### config.mk
export PLATFORM = sky130hd
export DESIGN_NAME = warp_issue_arbiter_flat
export DESIGN_NICKNAME = d
export VERILOG_FILES = /design/src/rtl/warp_issue_arbiter_if.sv /design/src/rtl/warp_issue_arbiter.sv /design/src/flat_wrapper.sv
export SDC_FILE = /design/constraint.sdc
export NUM_CORES = 1
export LEC_CHECK = 0
export ABC_AREA = 1
export CAP_MARGIN = 20
export CORE_MARGIN = 2
export CORE_UTILIZATION = 54
export DETAILED_ROUTE_END_ITERATION = 10
export HOLD_SLACK_MARGIN = 0.06
export PLACE_DENSITY = 0.83
export SLEW_MARGIN = 30
export SYNTH_ARGS = -nofsm -noshare
export SYNTH_HDL_FRONTEND = slang
export SYNTH_SLANG_ARGS = --single-unit
### constraint.sdc
create_clock -name clk -period 4.2 [get_ports clk]
set_input_delay 0.84 -clock clk [delete_from_list [all_inputs] [get_ports clk]]
set_output_delay 0.84 -clock clk [all_outputs]
set_load 0.02 [all_outputs]
### src/rtl/warp_issue_arbiter_if.sv
// Issue-stage arbiter bus: instruction buffers, scoreboard, operand collector,
// writeback and fetch-throttle signals, grouped into one bundle.
//   slave  : the arbiter side (samples requests/readiness/writebacks, drives grants)
//   master : the surrounding pipeline (drives requests, observes grants)
// Signals:
//   req_IB_IU      [NUM_WARPS]  warp buffer holds a valid head instruction
//   ready_SB_IU    [NUM_WARPS]  scoreboard reports no hazard on that head
//   ready_OC_IU                 operand collector can accept an issue
//   done_WB_IU     [NUM_WARPS]  one instruction of the warp completed (1-cycle pulse)
//   grant_IU_IB    [NUM_WARPS]  one-hot issue grant to the buffers
//   valid_IU_OC                 an issue happens this cycle
//   warp_id_IU_OC  [WID_W]      granted warp id (0 when not valid)
//   credit_full_IU [NUM_WARPS]  warp has the maximum number of instructions in flight
interface warp_issue_arbiter_if #(
  parameter int NUM_WARPS = 8
);
  localparam int WID_W = $clog2(NUM_WARPS);

  logic [NUM_WARPS-1:0] req_IB_IU;
  logic [NUM_WARPS-1:0] ready_SB_IU;
  logic                 ready_OC_IU;
  logic [NUM_WARPS-1:0] done_WB_IU;
  logic [NUM_WARPS-1:0] grant_IU_IB;
  logic                 valid_IU_OC;
  logic [WID_W-1:0]     warp_id_IU_OC;
  logic [NUM_WARPS-1:0] credit_full_IU;

  modport master (
    output req_IB_IU, ready_SB_IU, ready_OC_IU, done_WB_IU,
    input  grant_IU_IB, valid_IU_OC, warp_id_IU_OC, credit_full_IU
  );

  modport slave (
    input  req_IB_IU, ready_SB_IU, ready_OC_IU, done_WB_IU,
    output grant_IU_IB, valid_IU_OC, warp_id_IU_OC, credit_full_IU
  );
endinterface

### src/rtl/warp_issue_arbiter.sv
// Issue-stage scheduler: each cycle grants at most one warp whose buffer holds a
// hazard-free head instruction, round-robin from rr_ptr, with per-warp in-flight
// credit counters that block a warp once MAX_INFLIGHT instructions are outstanding.
// Grant is combinational from registered state and current inputs.
// Ports:
//   clk  : clock, rising edge
//   rst  : asynchronous reset, active-high; all outputs read 0 while asserted
//   bus  : warp_issue_arbiter_if.slave (requests, readiness, writebacks, grants)
// Build option:
//   GTO_GREEDY_EN defined   : re-grant the last issued warp while it stays eligible,
//                             otherwise fall back to the round-robin scan.
//   GTO_GREEDY_EN undefined : pure round-robin.
module warp_issue_arbiter #(
  parameter int NUM_WARPS    = 8,
  parameter int MAX_INFLIGHT = 4
) (
  input logic                 clk,
  input logic                 rst,
  warp_issue_arbiter_if.slave bus
);
  localparam int WID_W = $clog2(NUM_WARPS);
  localparam int CNT_W = $clog2(MAX_INFLIGHT + 1);
  localparam int unsigned NW = NUM_WARPS;
  localparam logic [CNT_W-1:0] CNT_MAX  = CNT_W'(MAX_INFLIGHT);
  localparam logic [WID_W-1:0] LAST_IDX = WID_W'(NUM_WARPS - 1);

  logic [WID_W-1:0]     rr_ptr;
  logic [CNT_W-1:0]     cnt [NUM_WARPS];
  logic [NUM_WARPS-1:0] eligible;
  logic [NUM_WARPS-1:0] full;
  logic [NUM_WARPS-1:0] grant;
  logic [WID_W-1:0]     sel;
  logic [WID_W-1:0]     rr_next;
  logic                 found;
`ifdef GTO_GREEDY_EN
  logic [WID_W-1:0]     last_wid;
  logic                 last_vld;
  logic                 greedy;
`endif

  always_comb begin
    eligible = '0;
    full     = '0;
    for (int unsigned w = 0; w < NW; w++) begin
      full[w]     = (cnt[w] == CNT_MAX);
      eligible[w] = bus.req_IB_IU[w] & bus.ready_SB_IU[w] & ~full[w];
    end
  end

  always_comb begin
    logic [WID_W-1:0] cand;
    found = 1'b0;
    sel   = '0;
    cand  = '0;
`ifdef GTO_GREEDY_EN
    greedy = 1'b0;
    if (last_vld && eligible[last_wid]) begin
      found  = 1'b1;
      greedy = 1'b1;
      sel    = last_wid;
    end
`endif
    for (int unsigned i = 0; i < NW; i++) begin
      // modulo keeps the scan correct for non-power-of-2 warp counts
      cand = WID_W'((32'(rr_ptr) + i) % NW);
      if (!found && eligible[cand]) begin
        found = 1'b1;
        sel   = cand;
      end
    end
    grant = '0;
    if (found && bus.ready_OC_IU && !rst) begin
      grant[sel] = 1'b1;
    end
  end

  assign rr_next = (sel == LAST_IDX) ? '0 : sel + 1'b1;

  assign bus.grant_IU_IB    = grant;
  assign bus.valid_IU_OC    = |grant;
  assign bus.warp_id_IU_OC  = (|grant) ? sel : '0;
  assign bus.credit_full_IU = full;

  always_ff @(posedge clk or posedge rst) begin
    if (rst) begin
      rr_ptr <= '0;
      for (int unsigned w = 0; w < NW; w++) begin
        cnt[w] <= '0;
      end
`ifdef GTO_GREEDY_EN
      last_wid <= '0;
      last_vld <= 1'b0;
`endif
    end else begin
`ifdef GTO_GREEDY_EN
      // a stalled operand collector freezes the greedy history as well
      if (|grant) begin
        last_wid <= sel;
        last_vld <= 1'b1;
        if (!greedy) begin
          rr_ptr <= rr_next;
        end
      end else if (bus.ready_OC_IU) begin
        last_vld <= 1'b0;
      end
`else
      if (|grant) begin
        rr_ptr <= rr_next;
      end
`endif
      for (int unsigned w = 0; w < NW; w++) begin
        if (grant[w] && !bus.done_WB_IU[w]) begin
          cnt[w] <= cnt[w] + 1'b1;
        end else if (!grant[w] && bus.done_WB_IU[w] && (cnt[w] != '0)) begin
          cnt[w] <= cnt[w] - 1'b1;
        end
      end
    end
  end

`ifndef SYNTHESIS
  always @(posedge clk) begin
    if (!rst) begin
      for (int unsigned w = 0; w < NW; w++) begin
        if (bus.done_WB_IU[w] && !grant[w] && (cnt[w] == '0)) begin
          $error("writeback on warp %0d with no instruction in flight", w);
        end
      end
    end
  end
`endif
endmodule
### src/flat_wrapper.sv
// flat-port wrapper written by rule: the top's interface ports become plain ports
module warp_issue_arbiter_flat 
#(
  parameter int NUM_WARPS    = 8,
  parameter int MAX_INFLIGHT = 4
)
  (clk, rst, bus_req_IB_IU, bus_ready_SB_IU, bus_ready_OC_IU, bus_done_WB_IU, bus_grant_IU_IB, bus_valid_IU_OC, bus_warp_id_IU_OC, bus_credit_full_IU);
  warp_issue_arbiter_if #(.NUM_WARPS(NUM_WARPS)) bus_i ();
  input logic clk;
  input logic rst;
  input wire logic [$bits(bus_i.req_IB_IU)-1:0] bus_req_IB_IU;
  input wire logic [$bits(bus_i.ready_SB_IU)-1:0] bus_ready_SB_IU;
  input wire logic [$bits(bus_i.ready_OC_IU)-1:0] bus_ready_OC_IU;
  input wire logic [$bits(bus_i.done_WB_IU)-1:0] bus_done_WB_IU;
  output wire logic [$bits(bus_i.grant_IU_IB)-1:0] bus_grant_IU_IB;
  output wire logic [$bits(bus_i.valid_IU_OC)-1:0] bus_valid_IU_OC;
  output wire logic [$bits(bus_i.warp_id_IU_OC)-1:0] bus_warp_id_IU_OC;
  output wire logic [$bits(bus_i.credit_full_IU)-1:0] bus_credit_full_IU;
  assign bus_i.req_IB_IU = bus_req_IB_IU;
  assign bus_i.ready_SB_IU = bus_ready_SB_IU;
  assign bus_i.ready_OC_IU = bus_ready_OC_IU;
  assign bus_i.done_WB_IU = bus_done_WB_IU;
  assign bus_grant_IU_IB = bus_i.grant_IU_IB;
  assign bus_valid_IU_OC = bus_i.valid_IU_OC;
  assign bus_warp_id_IU_OC = bus_i.warp_id_IU_OC;
  assign bus_credit_full_IU = bus_i.credit_full_IU;
  warp_issue_arbiter #(.NUM_WARPS(NUM_WARPS), .MAX_INFLIGHT(MAX_INFLIGHT)) u_core (.clk(clk), .rst(rst), .bus(bus_i));
endmodule
# Yosys cells after proc, flatten, opt, wreduce, memory -nomap -nowiden
# Cells that the tools add are included.
totals:
  regBits: 27
  latch_bits: 0
  ramBits: 0
  rom_bits: 0
  inputBits: 27
  elab_cells: 204
  memories: 0
op_classes:
  addsub: 24
  mul: 0
  n_div: 0
  n_lt_le_gt_ge: 10
  eq_ne: 9
  shifts: 0
  n_mux: 53
  bitwise: 24
  n_reduce_logical: 75
op_table:
  columns: ["operator", "count"]
  rows:
  - ["2-to-1 mux 3 bit", 26]
  - ["< comparator 3 x 4 -> 1 bit (second input constant)", 9]
  - ["logical AND 1 bit", 34]
  - ["adder 3 x 1 -> 3 bit (second input constant)", 10]
  - ["equality test 3 bit (second input constant)", 9]
  - ["binary-select mux 1 bit (select 3 bit)", 8]
  - ["zero test 1 bit", 24]
  - ["nonzero test 3 bit", 8]
  - ["subtractor 3 x 1 -> 3 bit (second input constant)", 8]
  - ["2-to-1 mux 1 bit", 17]
  - ["bitwise AND 1 bit", 16]
  - ["nonzero test 2 bit", 8]
  - ["adder 3 bit (second input constant)", 4]
  - ["2-to-1 mux 8 bit", 1]
  - ["NOT 1 bit", 8]
  - ["OR reduction 8 bit", 1]
  - ["adder 3 x 2 -> 3 bit (second input constant)", 2]
  - ["demux 1 bit (select 3 bit)", 1]
  - ["greater-or-equal comparator 3 x 1 -> 1 bit (second input constant)", 1]

# Logic depth before layout (Yosys ltp)
# Gate-level depths: netlist (run 1).
depth:
  depth_word: 37
  mapped_depth: 27
  mapped_depth_nobuf: 25

# Least setup slack after synthesis (run 1)
# No wires, ideal clock.
synth_path:
  path_type: "register -> output"
  startpoint: "reg u_core.rr_ptr[0]"
  endpoint: "out bus_grant_IU_IB[7]"
  t_arrival_ns: 2.591
  required_time_ns: 3.360
  setup_slack_ns: 0.769
  path_stages_with_launch: 18
  cell_sequence: "dfrtp_1 > buf_6 > inv_2 > buf_6 > ha_1 > inv_1 > nand3_1 > nand3_2 > nand2_2 > nor2_4 > nand4_4 > nor2_4 > nand3b_1 > nand3_2 > nand2_4 > inv_2 > nand3_1 > inv_1"
synth_via:
  elab_chain_cells: 29
  word_cells_on_any_way: 61
synth_rtl:
  columns: ["element", "line_no", "source"]
  rows:
  - ["start: declaration", "warp_issue_arbiter.sv:27", "logic [WID_W-1:0] rr_ptr;"]
  - ["start signal: assignment", "warp_issue_arbiter.sv:108", "rr_ptr <= rr_next;"]
  - ["branches (longest 28 deep; another with adder 3 x 1 -> 3 bit)", null, null]
  - ["2-to-1 mux 8 bit (*)", "warp_issue_arbiter.sv:72", "if (found && bus.ready_OC_IU && !rst) begin"]
  - ["end: declaration", "flat_wrapper.sv:15", "output wire logic [$bits(bus_i.grant_IU_IB)-1:0] bus_grant_IU_IB;"]
# Mark *: on every way between the ends. The select of a mux whose other input is x is not followed.

# Worst setup path after layout (run 1)
layout_path:
  startpoint: "in bus_ready_SB_IU[7]"
  endpoint: "out bus_warp_id_IU_OC[1]"
layout_via:
  elab_chain_cells: 33
  word_cells_on_any_way: 58
layout_rtl:
  columns: ["element", "line_no", "source"]
  rows:
  - ["start: declaration", "flat_wrapper.sv:12", "input wire logic [$bits(bus_i.ready_SB_IU)-1:0] bus_ready_SB_IU;"]
  - ["bitwise AND 1 bit (*) (2 in a row)", "warp_issue_arbiter.sv:46", "eligible[w] = bus.req_IB_IU[w] & bus.ready_SB_IU[w] & ~full[w];"]
  - ["binary-select mux 1 bit (select 3 bit)", "warp_issue_arbiter.sv:66", "if (!found && eligible[cand]) begin"]
  - ["2-to-1 mux 1 bit (not written as such)", "warp_issue_arbiter.sv:66", null]
  - ["2-to-1 mux 1 bit", "warp_issue_arbiter.sv:66", null]
  - ["zero test 1 bit", "warp_issue_arbiter.sv:66", null]
  - ["logical AND 1 bit", "warp_issue_arbiter.sv:66", null]
  - ["2-to-1 mux 1 bit", "warp_issue_arbiter.sv:66", null]
  - ["zero test 1 bit", "warp_issue_arbiter.sv:66", null]
  - ["[16 not listed]", null, null]
  - ["2-to-1 mux 3 bit", "warp_issue_arbiter.sv:66", null]
  - ["< comparator 3 x 4 -> 1 bit (not written as such) / greater-or-equal comparator 3 x 1 -> 1 bit (equally long branches)", "warp_issue_arbiter.sv:73", "grant[sel] = 1'b1;"]
  - ["logical AND 1 bit (not written as such)", "warp_issue_arbiter.sv:73", null]
  - ["2-to-1 mux 1 bit (not written as such)", "warp_issue_arbiter.sv:73", null]
  - ["demux 1 bit (select 3 bit)", null, null]
  - ["2-to-1 mux 8 bit", "warp_issue_arbiter.sv:72", null]
  - ["OR reduction 8 bit", "warp_issue_arbiter.sv:81", "assign bus.warp_id_IU_OC = (|grant) ? sel : '0;"]
  - ["2-to-1 mux 3 bit (*)", "warp_issue_arbiter.sv:81", null]
  - ["end: declaration", "flat_wrapper.sv:17", "output wire logic [$bits(bus_i.warp_id_IU_OC)-1:0] bus_warp_id_IU_OC;"]
# Mark *: on every way between the ends. The rest lies on a longest branch, timed or not. The select of a mux whose other input is x is not followed.

==> results of run 1 <==
==> per-stage QoR <==
| step | TNS, ns | utilization [%] | setup WS, ns | hold WS, ns |
|---|---|---|---|---|
| 3_5_place_dp | -1.51 | 72.7 | -0.198 | 0.485 |
| 3_3_place_gp | -1.10 | 72.7 | -0.151 | 0.477 |
| 6_report | 0 | 73.7 | 0.147 | 0.502 |
| 2_1_floorplan | 0 | - | 0.769 | 0.462 |
| 5_1_grt | -0.0525 | 73.7 | -0.0403 | 0.533 |
| 4_1_cts | 0 | 73.4 | 0.0793 | 0.510 |
==> what timing repair did <==
item	4_1_cts	5_1_grt
endpoints found under the setup margin	11	12
pin swaps	0	1
gates resized for setup	11	26
cloned	0	1
setup buffers	0	2
==> synth_stat cells, drive strengths merged, types with 2 or more instances <==
library cell,instances
ha,2
buf,4
a21oi,3
o21ai,8
dfrtp,27
nand3,89
nand2,132
nor2,22
fa,8
inv,86
a31oi,6
xor2,4
nand3b,2
xnor2,2
nand4,8
==> logic make-up (layout without fill, tap and decap cells) <==
group           after synthesis  in the layout
buf+inv                      90            174
flops                        27             27
simple gates                255            256
fa+ha+maj                    10             10
compound gates               19             19
xor+xnor                      6              6
==> worst register-to-register path, cell delays in order (launching register included) <==
cell and delay [ns]:
dfrtp_1 0.40, inv_2 0.16, ha_1 0.28, inv_1 0.21, nand3_1 0.17, nand3_2 0.11, nand2_2 0.09, nor2_4 0.15
nand4_4 0.11, nor3_1 0.33, nor2_4 0.11, nand3_2 0.16, buf_4 0.13, nand2_1 0.07, nor2_1 0.14, nand3_1 0.17
fa_1 0.42, inv_1 0.07, nand2_1 0.06, nand3_1 0.09, nand2_1 0.05
==> routing by layer <==
layer | share of wire [%] | vias up | global-route usage, % | wire (µm)
met3 | 5.2 | 23 | 3.08 | 373
met5 | 0 | - | 0 | 0
met4 | 1.7 | 0 | 7.34 | 120
met2 | 51 | 97 | 49.5 | 3610
met1 | 42 | 1339 | 34.0 | 3010
li1 | - | 1450 | - | -
==> final timing paths <==
check | endpoint | slack (ns) | from | depth (start not counted)
worst max register to register | u_core.cnt[17] | 0.65 | u_core.rr_ptr[1] | 20
min in group asynchronous | u_core.cnt[11] | 0.98 | rst | 2
worst min-delay path | u_core.cnt[17] | 0.50 | u_core.cnt[17] | 2
max in group asynchronous | u_core.cnt[13] | 2.83 | rst | 2
worst max-delay path | bus_warp_id_IU_OC[1] | 0.15 | bus_ready_SB_IU[7] | 20
worst min register to register | u_core.cnt[17] | 0.50 | u_core.cnt[17] | 2
==> area by class of cell <==
| cell class | count | area (µm²) | share of cell area [%] |
|---|---|---|---|
| timing repair buffer | 84 | 697 | 19.8 |
| tap | 67 | 83.8 | 2.38 |
| inverter | 86 | 328 | 9.30 |
| clock inverter | 1 | 5.00 | 0.142 |
| clock buffer | 3 | 41.3 | 1.17 |
| multi-input combinational | 291 | 1700 | 48.1 |
| sequential | 27 | 676 | 19.2 |
==> registers in the layout, indices dropped and copies added (netlist names) <==
signal / flops
u_core.cnt: 24
u_core.rr_ptr: 3
==> flow_summary.toml, run 1 <==
[setup_path]
crit_path_max_incr_delay_ns = 0.46
critPathBufInv = 5
cpMaxStageDelayCell = "clkdlybuf4s50_1"
critical_path.most_common_cell = "nand2_1"
cp.required_ns = 3.36
path_max_fanout = 5
cp_top_family = "simple AND/OR/NAND/NOR gates"
startpoint_type = "input pin"
worst_setup_path_end_kind = "output pin"
worstPathArrival_ns = 3.21
crit_type = "in2out"
cp_cell_sequence = "clkdlybuf4s50_1, nand2_1, inv_1, nand3_1, nand3_2, nand2_1, nand2_1, nand2_1, nand2_1, nand2_1, nand2_1, nand2_1, nor2_1, nand2_1, nor2_4, nand3_4, buf_4, nand2_1, inv_1, dlygate4sd2_1"

[routing]
vias = 2909
drt-vias-per-instance = 5.20
route.detailed.drc = 0
first_pass_iters = 7
ant_nets = 0
drt_iter0_drc = 252
finalWirelength_mm = 7.12
post_drt_wl_per_cell_um = 12.7

[layout]
stdcell_count = 559
layout_commonest_cell = "nand2_1"
num-fill-cells = 382
nets = 530
area_growth_syn_to_layout_pct = 30.3
final_cell_mix = "nand2_1, inv_1, nand3_1"
final_layout_size_suffix_gt1_share_pct = 23.2
stdcell_area_um2 = 3530
antenna_cells = 0

[logic_synthesis]
ys.warnings.count = 0
synth_ff_type = "dfrtp_1"
synthDistinctLibCells = 33
synth_top_area_share_pct = 25.0
synth_top_family_by_area = "simple AND/OR/NAND/NOR gates"
syn_area_per_cell_um2 = 6.65
synth_seq_cells = 27
synthSimpleGateAreaFrac_pct = 48.4
syn-num-nets = 444
synth_area_leaders = "dfrtp_1, nand2_1, nand3_1, inv_1, nand3_2"
async_reset_ff_share_pct = 100
synthMuxAreaShare_pct = 0
synth_xor_area_share_pct = 1.94
synth_compound_area_share_pct = 4.26
synth_edf_count = 0
synth-seq-area-share_pct = 25.0
synth.largest_area_cell = "dfrtp_1"
syn_area_um2 = 2710
synth-adder-area-share_pct = 6.85
synthCells = 407

[die]
rows = 25
core_um2 = 4790
io_pins = 47
dieArea_um2 = 5590
die_w_um = 74.8
start_util_pct = 56.5
die_y_um = 74.8

[cts]
cts_tree = "built"
path_clk_slew_ns = 0.09
cts_made_buffers = 3
clock_path_buffers = 2
cts-htree-levels = 1
cts.sinks = 27
cts_root_buffer = "clkbuf_8"
clk_latency_ns = 0.28
hold_buffers = 0

[timing]
max_freq_ghz = 0.247
rsz0062_at_grt = "yes"
fin_crit_ns = 4.05
final.period_utilization_pct = 96.5
clock_skew_ns = 0.00657
finalHoldViolations = 0
setup_viol = 0
slew_viol_final = 0
tightest_slew_ns = 0.590
max_slew_margin_pct = 60.6

[global_routing]
grtUsageTotal_pct = 27.1
grt_pass1_vias = 2813
grt_pass1_wl_mm = 11.8
grt_max_degree = 28
antenna_found_initial = 0
gr-total-overflow = 0

[placement]
placed_area_um2 = 3480
dp_cells = 552
place.gp.congestion = 1.00
port_buffers = 46
hpwlAfterDp_mm = 5.61

[min_path]
hold_class = "reg2reg"

[run]
max-cap-violations = 0

[status]
status = "finished clean"
Power of run 1 is not shown: default switching activity piles up to over one toggle a cycle in this logic, so the estimate is an artifact.
==> inputs of run 2 (changes only) <==
--- a/config.mk
+++ b/config.mk
@@ -6,6 +6,7 @@
 export NUM_CORES = 1
 export LEC_CHECK = 0
 export ABC_AREA = 1
+export ABC_CLOCK_PERIOD_IN_PS = 4200
 export CAP_MARGIN = 20
 export CORE_MARGIN = 2
 export CORE_UTILIZATION = 54
==> results of run 2 <==
The final DEF is identical to that of run 1; final timing and power are the same.
Power of run 2 is left out for the same reason.
